## src/rtl/m_mem_arbiter.sv

```systemverilog
// Two-requester memory arbiter: round-robin on ties, locked bursts capped at MAX_BURST
// while the other side waits, single-cycle access with registered read return.
module m_mem_arbiter #(
  parameter int unsigned MAX_BURST = 4
) (
  input  logic        i_clk,
  input  logic        i_reset,
  input  logic        i_req0,
  input  logic        i_req1,
  input  logic        i_we0,
  input  logic        i_we1,
  input  logic        i_lock0,
  input  logic        i_lock1,
  input  logic [31:0] i_addr0,
  input  logic [31:0] i_addr1,
  input  logic [31:0] i_wdata0,
  input  logic [31:0] i_wdata1,
  output logic        o_gnt0,
  output logic        o_gnt1,
  output logic [31:0] o_rdata0,
  output logic [31:0] o_rdata1,
  output logic        o_rvalid0,
  output logic        o_rvalid1,
  output logic        o_mem_we,
  output logic [31:0] o_mem_addr,
  output logic [31:0] o_mem_wd,
  input  logic [31:0] i_mem_rd
);

  typedef enum logic [1:0] {StIdle, StLock0, StLock1} state_e;

  state_e      r_state;
  logic        r_ptr;
  logic [3:0]  r_cnt;
  logic [31:0] r_rdata0;
  logic [31:0] r_rdata1;
  logic        r_rvalid0;
  logic        r_rvalid1;

  logic        w_gnt0;
  logic        w_gnt1;
  logic        w_any_gnt;
  logic [3:0]  w_cnt_post;
  logic        w_cap;
  logic        w_other_req;
  logic        w_keep;

  always_comb begin
    w_gnt0 = 1'b0;
    w_gnt1 = 1'b0;
    if (!i_reset) begin
      unique case (r_state)
        StIdle: begin
          // r_ptr is the last-served index; on a tie the other one wins
          if (i_req0 && i_req1) begin
            w_gnt0 = r_ptr;
            w_gnt1 = ~r_ptr;
          end else begin
            w_gnt0 = i_req0;
            w_gnt1 = i_req1;
          end
        end
        StLock0: w_gnt0 = i_req0;
        StLock1: w_gnt1 = i_req1;
        default: ;
      endcase
    end
  end

  // w_cnt_post counts consecutive locked grants including the current one
  always_comb begin
    w_any_gnt   = w_gnt0 | w_gnt1;
    w_cnt_post  = (r_state == StIdle) ? 4'd1 : ((r_cnt == 4'hF) ? 4'hF : r_cnt + 4'd1);
    w_cap       = 32'(w_cnt_post) >= MAX_BURST;
    w_other_req = w_gnt0 ? i_req1 : i_req0;
    w_keep      = (w_gnt0 ? i_lock0 : i_lock1) && !(w_cap && w_other_req);
  end

  always_ff @(posedge i_clk) begin
    if (i_reset) begin
      r_state   <= StIdle;
      r_ptr     <= 1'b1;
      r_cnt     <= 4'd0;
      r_rdata0  <= 32'd0;
      r_rdata1  <= 32'd0;
      r_rvalid0 <= 1'b0;
      r_rvalid1 <= 1'b0;
    end else begin
      r_rvalid0 <= w_gnt0 & ~i_we0;
      r_rvalid1 <= w_gnt1 & ~i_we1;
      if (w_gnt0 && !i_we0) r_rdata0 <= i_mem_rd;
      if (w_gnt1 && !i_we1) r_rdata1 <= i_mem_rd;
      if (w_any_gnt) r_ptr <= w_gnt1;
      if (w_any_gnt && w_keep) begin
        r_state <= w_gnt0 ? StLock0 : StLock1;
        r_cnt   <= w_cnt_post;
      end else begin
        r_state <= StIdle;
        r_cnt   <= 4'd0;
      end
    end
  end

  assign o_gnt0     = w_gnt0;
  assign o_gnt1     = w_gnt1;
  assign o_rdata0   = r_rdata0;
  assign o_rdata1   = r_rdata1;
  assign o_rvalid0  = r_rvalid0;
  assign o_rvalid1  = r_rvalid1;
  assign o_mem_we   = w_gnt0 ? i_we0    : (w_gnt1 ? i_we1    : 1'b0);
  assign o_mem_addr = w_gnt0 ? i_addr0  : (w_gnt1 ? i_addr1  : 32'd0);
  assign o_mem_wd   = w_gnt0 ? i_wdata0 : (w_gnt1 ? i_wdata1 : 32'd0);

endmodule

```

## config.mk

```make
export PLATFORM = sky130hd
export DESIGN_NAME = m_mem_arbiter
export DESIGN_NICKNAME = d
export VERILOG_FILES = /design/src/rtl/m_mem_arbiter.sv
export SDC_FILE = /design/constraint.sdc
export NUM_CORES = 1
export LEC_CHECK = 0
export CORE_AREA = 2 2 117 119
export DETAILED_ROUTE_END_ITERATION = 6
export DIE_AREA = 0 0 119 121
export GPL_ROUTABILITY_DRIVEN = 0
export GPL_TIMING_DRIVEN = 0
export PLACE_DENSITY_LB_ADDON = 0.05
export SLEW_MARGIN = 15
export SYNTH_ARGS = -nofsm -noshare
export SYNTH_HDL_FRONTEND = slang
export SYNTH_SLANG_ARGS = --single-unit
```

## constraint.sdc

```tcl
create_clock -name i_clk -period 1.81 [get_ports i_clk]
set_input_delay 0.2715 -clock i_clk [delete_from_list [all_inputs] [get_ports i_clk]]
set_output_delay 0.2715 -clock i_clk [all_outputs]
set_load 0.02 [all_outputs]
```

==> results.py <==
metrics = {
    "clock_network": {
        "numClockSinks": 73,
        "ctsRootBufferMaster": "clkbuf_16",
        "tritoncts": "yes",
        "path_clk_slew_ps": 50,
        "clk_latency_ps": 330,
        "ctsHoldBuffers": 0,
        "cts_made_buffers": 9,
        "clk_path_buf_depth": 2,
        "h-tree-depth": 3,
    },
    "timing": {
        "worst_pin_slew_ps": 596.0,
        "finalHoldViolCount": 0,
        "setup-violations-final": 66,
        "grt_setup_unrepaired": "yes",
        "period_needed_ps": 2056,
        "slew_headroom_pct": 60.26,
        "period_share_pct": 113.6,
        "fin_worst_skew_ps": 4.997,
        "max_freq_mhz": 486.3,
        "setup_ws_ps": -246.5,
        "drv_slew": 0,
        "fin_setup_tns_ps": -12350,
        "hold_slack_ps": 460.8,
    },
    "yosys": {
        "yosys.area_share.simple_pct": 23.08,
        "muxShareOfSynthArea_pct": 0,
        "synth_area_leader_cell": "dfxtp_1",
        "ys.flop_type": "dfxtp_1",
        "synth_edf_count": 0,
        "synthCells": 398,
        "yosysTopAreaCellShare_pct": 42.52,
        "syn_area_um2": 3437,
        "synth_cell_types": 26,
        "ys_seq_elements": 73,
        "yosysMostFrequentCell": "dfxtp_1",
        "ys_seq_area_share_pct": 42.52,
        "synth_fp_nets": 567,
        "syn_area_per_cell_um2": 8.636,
        "synth_top_family_by_area": "compound AO/OA/AOI/OAI gates",
        "synthTopCellsByArea": "dfxtp_1 43%, a22o_1 17%, nand2b_1 12%, nand2_1 7.1%, o21ai_0 6.7%",
        "synthTopCellsByCount": "73 x dfxtp_1, 66 x nand2b_1, 65 x a22o_1, 65 x nand2_1, 46 x o21ai_0",
        "synth_xor_xnor_area_share_pct": 0,
        "synthAdderAreaFrac_pct": 0.3640,
        "yosysWarnings": 0,
        "synth_compound_area_share_pct": 27.99,
        "async_reset_ff_share_pct": 0,
    },
    "cells_and_area": {
        "area.growth.synth_to_final_pct": 116.9,
        "nFillCells": 1196,
        "multi_input_area_um2": 1849,
        "nets": 897,
        "ff_latch_area_um2": 1468,
        "drive_above_1_share_pct": 20.08,
    },
    "routing": {
        "wl_met3_mm": 1.112,
        "firstDrtPassIters": 5,
        "vias_per_cell": 4.638,
        "num_vias": 4216,
        "ant_nets": 0,
        "top_layer_used": "met4",
        "route.detailed.drc": 0,
        "wl_met2_mm": 8.705,
        "drt_iter0_drc": 200,
        "met1Wirelength_mm": 6.754,
        "drt-wirelength-per-cell_um": 18.49,
        "wl_mm": 16.81,
    },
    "hold_path": {
        "hold_path.class": "reg2reg",
    },
    "run_status": {
        "violations": "negative setup slack",
        "status": "finished with violations",
    },
    "floorplanning": {
        "core_um2": 13090,
        "fp-row-count": 42,
        "initial_core_util_pct": 26.27,
        "dieArea_um2": 14400,
        "io_pins": 301,
        "chipWidth_um": 119,
        "die_h_um": 121,
    },
    "place": {
        "hpwl_mm": 13.33,
        "portBuffers": 299,
    },
    "critical_path": {
        "cp_max_fo": 10,
        "cp-start-kind": "flip-flop",
        "crit_type": "reg2out",
        "endpoint_kind": "output port",
        "crit_arrival_ps": 1780,
        "required_ps": 1540,
    },
    "pwr": {
        "irDropWorstVdd_mv": 0.4216,
        "p_per_area_nw_per_um2": 678.7,
        "p_leak_nw": 2.925,
    },
    "global_routing": {
        "grt_max_degree": 12,
        "first_global_vias": 4045,
        "grtUsageTotal_pct": 21.88,
        "gr-total-overflow": 0,
        "grt_pass1_wl_mm": 24.07,
        "antenna_found_initial": 1,
    },
    "flow_run": {
        "maxCapViolations": 0,
    },
}
[path summary, 6_finish.rpt]
| check | startpoint | end | slack (ps) | cells after the start |
|---|---|---|---|---|
| worst max-delay path | r_state[1] | o_mem_wd[3] | -250 | 7 |
| worst min-delay path | o_rdata0[27] | o_rdata0[27] | 460 | 2 |
| worst max register to register | r_state[1] | o_rdata1[2] | 60 | 6 |
| worst min register to register | o_rdata0[27] | o_rdata0[27] | 460 | 2 |
[state kept, by name, indices dropped and copies added, names as in the netlist]
register and cells:
r_cnt 4, o_rdata1 32, o_rvalid0 1, o_rdata0 32, r_ptr 1, o_rvalid1 1, r_state 2
[per-stage QoR]
step	total power, W	area [um^2]	worst slack (ps)	std cells	util [%]
global placement	0.003202	6650	-1084	873	50.82
CTS	0.005027	7232	-264.5	899	55.27
detailed placement	0.003213	6650	-1098	873	50.82
global route	0.005247	7453	-314.3	909	56.96
finish	0.005058	7453	-246.5	909	56.96
floorplan	0.002336	3437	176.3	398	-
[critical path, cell delays in order, from the launching register on]
cell	delay (ps)
dfxtp_2	330
and3b_2	270
nor3_4	50
buf_6	130
buf_12	140
buf_8	140
a22o_4	260
buf_6	130
[layout make-up]
type | count | share of cell area [%]
Tap cell | 176 | 2.955
Multi-Input combinational cell | 288 | 24.81
Sequential cell | 73 | 19.69
Inverter | 1 | 0.05036
Antenna cell | 1 | 0.03357
Clock buffer | 11 | 3.122
Buffer | 35 | 4.583
Timing Repair Buffer | 320 | 44.15
Clock inverter | 4 | 0.6043
[repair_timing]
action,in CTS,in global routing
setup buffers,9,5
setup endpoints to repair,67,94
gates cloned,3,5
gates resized for setup,395,79
pin swaps,14,21
[logic make-up after synthesis]
| group | count (synthesis) |
|---|---|
| and+or+nand+nor | 148 |
| adders and majority gates | 1 |
| DFF | 73 |
| buffers and inverters | 37 |
| AOI/OAI and AO/OA | 139 |
[cell usage in the layout, fill, tap and decap left out, drive strengths merged, types with 2 or more instances in the layout]
cell type / instances
clkdlybuf4s50: 230
buf: 106
dfxtp: 73
nand2b: 66
nand2: 65
a22o: 65
o21ai: 65
clkbuf: 28
nor3: 7
nor4: 3
a21oi: 3
a211o: 3
clkinv: 3
nor2: 2
dlygate4sd2: 2
nor3b: 2
[routing by layer]
| layer | vias up | track usage, % |
|---|---|---|
| met5 | - | 0 |
| met4 | 0 | 5.804 |
| met3 | 13 | 5.733 |
| met2 | 168 | 39.66 |
| met1 | 1966 | 25.49 |
| li1 | 2069 | - |
[power breakdown]
part           switching, W  internal, W
clock network      0.000648      0.00105
logic              0.000690     0.000925
registers         0.0000497      0.00169
total               0.00139      0.00367
No activity file was read; power rests on OpenSTA's default activity.
